## src/rtl/det_event_counter.sv

```systemverilog
// rtl/det_event_counter.sv - edge-to-event converter with BCD event count and LED stretcher
// Turns detector level rises into one-cycle events, counts them 00-99 in BCD, stretches them onto an LED.
module det_event_counter #(
  parameter int STRETCH = 4
) (
  input  logic       clk,
  input  logic       rst,
  input  logic       en,
  input  logic       clr,
  input  logic       det_in,
  output logic       det_pulse,
  output logic [3:0] count_ones,
  output logic [3:0] count_tens,
  output logic       overflow,
  output logic       led
);

  localparam int SW = $clog2(STRETCH + 1);
  localparam logic [SW-1:0] SLOAD = SW'(STRETCH);

  typedef enum logic {IDLE, HOLD} state_t;

  state_t          state, state_nxt;
  logic [SW-1:0]   scnt, scnt_nxt;
  logic            det_q;
  logic            ev;

  assign ev = en & det_in & ~det_q;

  // det_q tracks det_in through clr so a level held across clr cannot fake a new rise
  always_ff @(posedge clk) begin
    if (rst) det_q <= 1'b0;
    else     det_q <= det_in;
  end

  always_ff @(posedge clk) begin
    if (rst || clr) begin
      det_pulse  <= 1'b0;
      count_ones <= 4'd0;
      count_tens <= 4'd0;
      overflow   <= 1'b0;
    end else if (ev) begin
      det_pulse <= 1'b1;
      if (count_ones == 4'd9) begin
        count_ones <= 4'd0;
        if (count_tens == 4'd9) begin
          count_tens <= 4'd0;
          overflow   <= 1'b1;
        end else begin
          count_tens <= count_tens + 4'd1;
        end
      end else begin
        count_ones <= count_ones + 4'd1;
      end
    end else begin
      det_pulse <= 1'b0;
    end
  end

  always_ff @(posedge clk) begin
    if (rst || clr) begin
      state <= IDLE;
      scnt  <= '0;
    end else begin
      state <= state_nxt;
      scnt  <= scnt_nxt;
    end
  end

  always_comb begin
    state_nxt = state;
    scnt_nxt  = scnt;
    case (state)
      IDLE: begin
        if (ev) begin
          state_nxt = HOLD;
          scnt_nxt  = SLOAD;
        end
      end
      HOLD: begin
        if (ev) begin
          scnt_nxt = SLOAD;
        end else begin
          scnt_nxt = scnt - SW'(1);
          if (scnt == SW'(1)) state_nxt = IDLE;
        end
      end
      default: begin
        state_nxt = IDLE;
        scnt_nxt  = '0;
      end
    endcase
  end

  always_comb begin
    led = (scnt != '0);
  end

endmodule

```

## config.mk

```make
export PLATFORM = sky130hd
export DESIGN_NAME = det_event_counter
export DESIGN_NICKNAME = d
export VERILOG_FILES = /design/src/rtl/det_event_counter.sv
export SDC_FILE = /design/constraint.sdc
export NUM_CORES = 1
export LEC_CHECK = 0
export BUFFER_PORTS_ARGS = -buffer_cell sky130_fd_sc_hd__buf_2
export CORE_UTILIZATION = 40
export CTS_CLUSTER_DIAMETER = 80
export DETAILED_ROUTE_END_ITERATION = 16
export PLACE_DENSITY_LB_ADDON = 0.05
export SETUP_SLACK_MARGIN = 0.3
export SLEW_MARGIN = 25
export SYNTH_ARGS = -nofsm -noshare
export SYNTH_HDL_FRONTEND = slang
export SYNTH_SLANG_ARGS = --single-unit
```

## constraint.sdc

```tcl
create_clock -name clk -period 2.3 [get_ports clk]
set_clock_uncertainty 0.2 [all_clocks]
set_input_delay 0.46 -clock clk [delete_from_list [all_inputs] [get_ports clk]]
set_output_delay 0.46 -clock clk [all_outputs]
set_load 0.05 [all_outputs]
```

==> results of run 1 <==
-- routing by layer --
metal  routed length (µm)  global-route usage, %
met2                  518                  21.82
met1                  637                  18.32
met5                    0                      0
met4                   18                  5.625
met3                   65                  7.660
-- registers in the layout (all words and copies together), names as in the netlist --
register	flops
det_q	1
scnt	3
state	1
count_ones	4
det_pulse	1
count_tens	4
overflow	1
-- logic make-up after synthesis --
family | Yosys count | synth area share, %
buffers and inverters | 6 | 3.296
adder cells (fa/ha/maj) | 3 | 5.495
XOR/XNOR | 6 | 7.694
AND/OR/NAND/NOR | 34 | 27.66
flip-flops | 15 | 43.96
AO/OA/AOI/OAI | 14 | 11.91
-- path summary, 6_finish.rpt --
kind	from	to	slack (ps)	cells after the start
setup / recovery	scnt[0]	led	400	4
hold / removal	rst	det_q	140	2
setup reg to reg	count_ones[3]	count_tens[1]	720	4
hold reg to reg	overflow	overflow	290	2
-- cell usage in the layout, fill, tap and decap left out --
cell / n
inv_1: 5
and2_1: 1
nand4_1: 1
clkbuf_4: 3
xnor2_1: 3
a211oi_1: 1
nand4b_1: 1
o21ai_0: 6
and4b_2: 1
nand2b_1: 1
nor3_1: 1
a31oi_1: 1
a41oi_1: 1
nand3b_1: 1
nor2b_1: 5
or3_1: 1
nor2_1: 11
a21oi_1: 4
a21oi_2: 1
or2_2: 1
nor3b_2: 1
clkinv_2: 1
buf_2: 15
nor3b_1: 1
nand2_1: 6
xor2_1: 3
nand3_2: 1
ha_1: 3
dfxtp_1: 15
-- cell type report --
type | instances | area (µm²) | share of cell area (%)
well taps | 16 | 20.02 | 2.496
clock buffers | 3 | 22.52 | 2.808
clock inverters | 1 | 5.005 | 0.6240
inverters | 5 | 18.77 | 2.340
multi-input cells | 57 | 360.3 | 44.93
flip-flops and latches | 15 | 300.3 | 37.44
repair buffers | 15 | 75.07 | 9.360
-- metrics by stage --
step / total power (W) / area (µm²) / worst slack (ps) / hold WS, ps
2_1_floorplan: 0.0002927 / 683.2 / 464.3 / 270.9
3_3_place_gp: 0.0003023 / 774.5 / 629.9 / 261.8
3_5_place_dp: 0.0003027 / 774.5 / 580.3 / 265.2
4_1_cts: 0.0004533 / 802.0 / 387.0 / 138.2
5_1_grt: 0.0004708 / 802.0 / 318.0 / 129.9
6_report: 0.0004490 / 802.0 / 397.5 / 141.5
-- power by group through the flow --
stage	Sequential (W)	Clock [W]	Combinational, W
floorplan	0.000275	0	0.0000173
global placement	0.000272	0	0.0000301
detailed placement	0.000272	0	0.0000303
CTS	0.000266	0.000157	0.0000303
global route	0.000267	0.000171	0.0000326
finish	0.000266	0.000153	0.0000299
==> out/metrics.cfg, run 1 <==
[routing]
dr_total_vias = 556
drtAntennaViolNets = 0
routed_via_density = 4.964
drc = 4
dr.pass1.iters = 10
drt_iter0_markers = 13
routedWlPerCell_um = 11.06
totalWireLength_um = 1239

[global_route]
gr-total-overflow = 0
grt_pass1_vias = 449
grt_pass1_wl_um = 1973
antenna_found_initial = 0
grt_max_degree = 12
gr-usage-all-layers_pct = 14.80

[clock_tree]
htreeDepth = 1
worstSkewPairLatency_ps = 290
post_cts_buffers = 0
ctsResizeCount = 0
clock_tree.buffer_depth = 2
cts_tree = yes
clock_sinks = 15
clk_pin_slew_ps = 100
cts_buffers = 3
holdBufCountCts = 0
clk_root_buffer_cell = clkbuf_4

[logic_synthesis]
synth_edf_count = 0
yosysTopAreaCellShare_pct = 43.96
synth-seq-cells = 15
synth_ff_type = dfxtp_1
synthCells = 78
synth_most_common_cell = dfxtp_1
yosysWarnings = 0
syn_area_per_cell_um2 = 8.758
synth_area_leaders = dfxtp_1 (44%), nor2_1 (6.0%), ha_1 (5.5%), nor2b_1 (4.6%), o21ai_0 (4.4%)
ys_seq_area_share_pct = 43.96
syn_area_um2 = 683.2
synth_async_sr_flop_share_pct = 0
syn_nets = 86
yosysTopAreaCell = dfxtp_1
ys_top_cells_by_count = dfxtp_1 (15), nor2_1 (11), nand2_1 (6), o21ai_0 (6)
yosysUniqueCellTypes = 27

[placement]
gp_congestion = 0.6983
io_buffers = 15
dp_cells = 108
hpwlAfterDp_um = 894.6

[finish]
fin_cells = 112
layout.nets = 105
area_growth_syn_to_layout_pct = 17.40
fillers = 152
n_antenna_cell = 0
utilization_pct = 51.44
drive_gt1_share_pct = 25.00

[sta]
rsz0062_at_grt = no
fmax_ghz = 0.5256
relSlewSlack_pct = 83.46
final_max_slew_viol_count = 0
setup_violations = 0
min_period_ps = 1902
fin_setup_tns_ps = 0
finalCritPeriodShare_pct = 82.72
hold_violations = 0
max_slew.worst_pin.slew_ps = 247.0

[worst_setup_path]
cp.buffers_inverters = 2
crit_type = reg2out
cp-start-kind = flop
cp_data_arrival_time_ps = 1240
crit_path_cell_trace = inv_1 -> ha_1 -> nand2b_1 -> buf_2
endpoint_kind = primary output
slowest_delay_ps = 380
critPathMaxFanout = 3
cp_top_family = flip-flops
slowest_stage = dfxtp_1
worstPathRequired_ps = 1640

[pwr]
p_int_w = 0.0003381
clkPwrFrac_pct = 34.1
p_seq_share_pct = 59.3
power_density_nw_per_um2 = 559.8
max-vdd-ir-drop_v = 0.0003796
switching_power_w = 0.0001109
swShare_pct = 24.70
p_leak_nw = 0.3295
share_comb_of_total_power_pct = 6.7

[job]
cap_viol_max_count = 0

[floorplan]
die-area_um2 = 1877
rows = 14
die_h_um = 43.33
die_w_um = 43.33
start_util_pct = 43.82
core-area_um2 = 1559
io_pins = 16

[outcome]
status = complete, but fails checks
violations = DRC

[worst_hold_path]
hold_path_class = in2reg

Note: power is estimated with default switching activity, not from simulation.
==> run 2, diff against run 1 <==
==> constraint.sdc (replaced) <==
create_clock -name clk -period 1.5 [get_ports clk]
set_clock_uncertainty 0.2 [all_clocks]
set_input_delay 0.3 -clock clk [delete_from_list [all_inputs] [get_ports clk]]
set_output_delay 0.3 -clock clk [all_outputs]
set_load 0.05 [all_outputs]
==> out/metrics.cfg, run 2 (synthesized netlist as in run 1, its figures left out) <==
[outcome]
status = complete, but fails checks  ; unchanged
violations = DRC, setup timing  ; was DRC

[worst_hold_path]
whs_path_depth = 2  ; unchanged
worstHoldStart = det_in  ; was rst
hold_path_class = in2reg  ; unchanged
whs_endpoint = det_q  ; unchanged

[sta]
setup_violations = 1  ; was 0
relSlewSlack_pct = 81.28  ; was 83.46%
min_period_ps = 1555
rsz0062_at_grt = yes  ; was no
final_max_slew_viol_count = 0  ; unchanged
finalCritPeriodShare_pct = 103.7
max_slew.worst_pin.slew_ps = 279.8  ; was 247.0 ps
hold_violations = 0  ; unchanged
fmax_ghz = 0.6432
setup_slack_ps = -54.78  ; was 397.5 ps
whs_ps = 61.71  ; was 141.5 ps
fin_setup_tns_ps = -54.78  ; was 0 ps

[placement]
io_buffers = 15  ; unchanged
dp_cells = 108  ; unchanged
hpwlAfterDp_um = 946  ; was 894.6 µm
gp_congestion = 0.7325  ; was 0.6983
pre_cts_slack_ps = 25.74  ; was 580.3 ps

[global_route]
grt_util_met3_pct = 7.660  ; unchanged
gr-max-usage-layer = met2  ; unchanged
grt_max_degree = 12  ; unchanged
grt_pass1_wl_um = 2842  ; was 1973 µm
gr-total-overflow = 0  ; unchanged
gr-usage-all-layers_pct = 20.90  ; was 14.80%
met1_usage_pct = 28.23  ; was 18.32%
grtUsageMet2_pct = 32.42  ; was 21.82%
grt_pass1_vias = 620  ; was 449
antenna_found_initial = 0  ; unchanged

[routing]
dr.pass1.iters = 10  ; unchanged
routed_via_density = 5.262  ; was 4.964
totalWireLength_um = 1918  ; was 1239 µm
dr_total_vias = 684  ; was 556
drc = 2  ; was 4
drt_iter0_markers = 28  ; was 13
routedWlPerCell_um = 14.75  ; was 11.06 µm
drtAntennaViolNets = 0  ; unchanged

[clock_tree]
clock_sinks = 15  ; unchanged
clk_root_buffer_cell = clkbuf_4  ; unchanged
clk_pin_slew_ps = 90  ; was 100 ps
worstSkewPairLatency_ps = 290  ; about the same
clock_tree.buffer_depth = 2  ; unchanged
cts_tree = yes  ; unchanged
cts_buffers = 3  ; unchanged
htreeDepth = 1  ; unchanged

[pwr]
p_leak_nw = 0.4855  ; was 0.3295 nW
max-vdd-ir-drop_v = 0.0003867  ; was 0.0003796 V
power_density_nw_per_um2 = 569.7  ; was 559.8 nW/µm²

[floorplan]
io_pins = 16  ; unchanged
die_h_um = 43.33  ; unchanged
die-area_um2 = 1877  ; unchanged
core-area_um2 = 1559  ; unchanged
die_w_um = 43.33  ; unchanged
start_util_pct = 43.82  ; unchanged
rows = 14  ; unchanged

[worst_setup_path]
r2r_cells = 4  ; unchanged
endpoint_kind = primary output  ; unchanged
rr_startpoint = det_q  ; was count_ones[3]
worstPathRequired_ps = 1000  ; was 1640 ps
cp_data_arrival_time_ps = 1050  ; was 1240 ps
critPathMaxFanout = 2  ; was 3
rrSetupSlack_ps = 20  ; was 720 ps
cp-start-kind = flop  ; unchanged
slowest_delay_ps = 360  ; was 380 ps
r2r-end = count_tens[1]  ; unchanged
crit_type = reg2out  ; unchanged
slowest_stage = dfxtp_2  ; was dfxtp_1
crit_path_cell_trace = inv_2 -> ha_4 -> nand2b_4 -> buf_8  ; was inv_1 -> ha_1 -> nand2b_1 -> buf_2

[finish]
fin_cells = 130  ; was 112
fillers = 96  ; was 152
multiInputGateArea_um2 = 479.2  ; was 360.3 µm²
largestRegisters = count_ones: 4 flops, count_tens: 4 flops, scnt: 3 flops  ; unchanged
n_antenna_cell = 0  ; unchanged
area_growth_syn_to_layout_pct = 81.50  ; was 17.40%
final_common_cell = buf_4
layout.nets = 123  ; was 105
regArea_um2 = 339.1  ; was 300.3 µm²
drive_gt1_share_pct = 65.79  ; was 25.00%
final_cell_mix = buf_4 (12), nor2_1 (10), buf_8 (10), dfxtp_4 (9)  ; was dfxtp_1 (15), buf_2 (15), nor2_1 (11), o21ai_0 (6), nand2_1 (6)

[job]
cap_viol_max_count = 0  ; unchanged

[run 2: final cells by class]
cell class                 instances  area share, %
clock inverter                     1         0.4036
clock buffer                       3          1.816
multi-input combinational         57          38.65
inverter                           5          1.514
sequential                        15          27.35
tap                               16          1.615
timing repair buffer              33          28.66
[run 2: worst max-delay path by stage]
stage | start | end | slack, ps | cells after the start
after detailed placement | det_in | count_tens[1] | 30 | 5
after global routing | scnt[0] | led | -80 | 4
after floorplan | count_ones[0] | count_tens[1] | 20 | 4
after global placement | det_in | count_tens[1] | 40 | 5
after CTS | scnt[0] | led | -40 | 4
final | scnt[1] | led | -50 | 4
[run 2: critical path: cells and delay by family (launching register included)]
| family | cells | cell delay, ps |
|---|---|---|
| AND/OR/NAND/NOR | 1 | 60 |
| buffers and inverters | 2 | 200 |
| flip-flops | 1 | 360 |
| adder cells (fa/ha/maj) | 1 | 160 |
[run 2: repair_timing]
action	CTS	global route
pin swaps	4	15
gates cloned	0	0
endpoints found under the setup margin	19	23
gates resized for setup	53	21
hold buffers	1	0
setup buffers	11	6
endpoints found under the hold margin	1	0
[run 2: power by group]
part / internal (W) / leakage [nW] / total (W) / switching [W]
Clock: 0.0000993 / 0.0177 / 0.000232 / 0.000133
Combinational: 0.0000387 / 0.337 / 0.0000796 / 0.0000408
Sequential: 0.000389 / 0.130 / 0.000395 / 0.00000606
[run 2: layer usage]
layer	vias to the layer above	wire length (µm)
met5	-	0
met4	0	0
met3	0	91
met2	22	919
met1	328	906
li1	334	-
[run 2: per-stage QoR]
step | cell area [µm²] | total power (W) | util, %
after floorplan | 713.2 | 0.0004449 | -
after global placement | 804.5 | 0.0004590 | 51.61
after detailed placement | 804.5 | 0.0004597 | 51.61
after CTS | 1115 | 0.0007036 | 71.51
after global routing | 1240 | 0.0007307 | 79.53
final | 1240 | 0.0007064 | 79.53
==> run 3, diff against run 2 <==
--- a/config.mk
+++ b/config.mk
@@ -6,7 +6,8 @@
 export NUM_CORES = 1
 export LEC_CHECK = 0
 export BUFFER_PORTS_ARGS = -buffer_cell sky130_fd_sc_hd__buf_2
-export CORE_UTILIZATION = 40
+export CORE_UTILIZATION = 35
+export CTS_BUF_LIST = sky130_fd_sc_hd__clkbuf_8
 export CTS_CLUSTER_DIAMETER = 80
 export DETAILED_ROUTE_END_ITERATION = 16
 export PLACE_DENSITY_LB_ADDON = 0.05
==> out/metrics.cfg, run 3 (synthesized netlist as in run 1, its figures left out) <==
[placement]
gp_congestion = 0.7748  ; was 0.7325
dp_cells = 117  ; was 108
dpl_cell_area_um2 = 815.8  ; was 804.5 µm²
io_buffers = 15  ; unchanged
pre_cts_slack_ps = 24.76  ; was 25.74 ps

[floorplan]
die_h_um = 46.18  ; was 43.33 µm
io_pins = 16  ; unchanged
rows = 15  ; was 14
start_util_pct = 38.32  ; was 43.82%
die_w_um = 46.18  ; was 43.33 µm
core-area_um2 = 1783  ; was 1559 µm²
die-area_um2 = 2133  ; was 1877 µm²

[global_route]
gr-usage-all-layers_pct = 16.45  ; was 20.90%
grt_pass1_wl_um = 2373  ; was 2842 µm
grt_max_degree = 12  ; unchanged
grt_pass1_vias = 531  ; was 620
gr-total-overflow = 0  ; unchanged
antenna_found_initial = 0  ; unchanged

[finish]
final_area_um2 = 1204  ; was 1240 µm²
largestRegisters = count_ones: 4 flops, count_tens: 4 flops, scnt: 3 flops  ; unchanged
area_growth_syn_to_layout_pct = 76.19  ; was 81.50%
fin_cells = 139  ; was 130
drive_gt1_share_pct = 60.53  ; was 65.79%
final_cell_mix = buf_4 (14), nor2_1 (11), buf_8 (11), dfxtp_4 (7), dfxtp_2 (6)  ; was buf_4 (12), nor2_1 (10), buf_8 (10), dfxtp_4 (9)
final_common_cell = buf_4  ; unchanged
layout.nets = 123  ; unchanged
n_antenna_cell = 0  ; unchanged

[clock_tree]
cts_buffers = 3  ; unchanged
clock_sinks = 15  ; unchanged
clk_pin_slew_ps = 60  ; was 90 ps
holdBufCountCts = 0  ; was 1
cts_tree = yes  ; unchanged
htreeDepth = 1  ; unchanged
clock_tree.buffer_depth = 2  ; unchanged
worstSkewPairLatency_ps = 250  ; was 290 ps
clk_root_buffer_cell = clkbuf_8  ; was clkbuf_4

[sta]
hold_violations = 0  ; unchanged
rsz0062_at_grt = yes  ; unchanged
setup_slack_ps = 8.881  ; was -54.78 ps
final_max_slew_viol_count = 0  ; unchanged
fmax_ghz = 0.6706  ; was 0.6432 GHz
relSlewSlack_pct = 83.34  ; was 81.28%
min_period_ps = 1491  ; was 1555 ps
max_slew.worst_pin.slew_ps = 249.4  ; was 279.8 ps
setup_violations = 0  ; was 1
finalCritPeriodShare_pct = 99.41  ; was 103.7%

[job]
cap_viol_max_count = 0  ; unchanged

[outcome]
status = finished clean  ; was complete, but fails checks

[pwr]
clkPwrFrac_pct = 41.6  ; was 32.9%
p_seq_share_pct = 49.9  ; was 55.9%
power_density_nw_per_um2 = 662.3  ; was 569.7 nW/µm²
max-vdd-ir-drop_v = 0.0004527  ; was 0.0003867 V
p_int_w = 0.0006084  ; was 0.0005266 W
swShare_pct = 23.67  ; was 25.45%
switching_power_w = 0.0001887  ; was 0.0001798 W
p_leak_nw = 0.4735  ; was 0.4855 nW
share_comb_of_total_power_pct = 8.5  ; was 11.3%

[routing]
drtAntennaViolNets = 0  ; unchanged
dr.pass1.iters = 4  ; was 10
totalWireLength_um = 1668  ; was 1918 µm
drc = 0  ; was 2
routed_via_density = 4.633  ; was 5.262
routedWlPerCell_um = 12.00  ; was 14.75 µm
dr_total_vias = 644  ; was 684
drt_iter0_markers = 8  ; was 28

[worst_hold_path]
whs_path_depth = 2  ; unchanged
hold_path_class = in2reg  ; unchanged

[worst_setup_path]
crit_type = reg2out  ; unchanged
cp_data_arrival_time_ps = 990  ; was 1050 ps
cp-start-kind = flop  ; unchanged
critPathMaxFanout = 2  ; unchanged
r2r_cells = 4  ; unchanged
endpoint_kind = primary output  ; unchanged
worstPathRequired_ps = 1000  ; about the same

run 3: final cells by class:
| type | instances | area (µm²) |
|---|---|---|
| timing repair buffer | 33 | 335.3 |
| clock buffer | 3 | 41.29 |
| sequential | 15 | 334.1 |
| multi-input combinational | 57 | 437.9 |
| fill | 146 | 579.3 |
| clock inverter | 1 | 5.005 |
| inverter | 5 | 18.77 |
| tap | 25 | 31.28 |
run 3: power by group through the flow:
stage / combinational (W) / sequential, W / clock [W]
finish: 0.0000676 / 0.000398 / 0.000332
global route: 0.0000724 / 0.000398 / 0.000352
global placement: 0.0000486 / 0.000411 / 0
detailed placement: 0.0000489 / 0.000411 / 0
CTS: 0.0000621 / 0.000397 / 0.000338
floorplan: 0.0000288 / 0.000416 / 0
run 3: path summary, 6_finish.rpt:
kind              endpoint           from  slack [ps]
max                    led        scnt[0]           9
min                  det_q            rst          30
max reg2reg  count_tens[1]  count_ones[3]          70
min reg2reg        scnt[1]        scnt[1]         300
run 3: metal layers:
metal	routed length [µm]	GRT usage (%)	up-vias
met5	0	0	-
met4	38	10.59	0
met3	60	3.922	4
met2	720	21.13	13
met1	848	23.87	296
li1	-	-	331
run 3: timing repair:
| action | CTS | global route |
|---|---|---|
| endpoints found under the setup margin | 19 | 22 |
| buffers inserted | 10 | 8 |
| gates resized for setup | 49 | 12 |
| pin swaps | 3 | 7 |
run 3: critical path, cell delays in order, from the launching register on:
cell and delay (ps):
dfxtp_2 340, inv_2 50, ha_4 150, nand2b_4 60
buf_8 140
run 3: through the flow:
stage / hold slack [ps] / total power [W] / utilization (%) / TNS, ps
floorplan: 171.6 / 0.0004449 / - / 0
global placement: 270.9 / 0.0004597 / 45.75 / 0
detailed placement: 268.1 / 0.0004601 / 45.75 / 0
CTS: 31.85 / 0.0007967 / 62.04 / 0
global route: 27.63 / 0.0008222 / 67.51 / -26.96
finish: 25.39 / 0.0007971 / 67.51 / 0
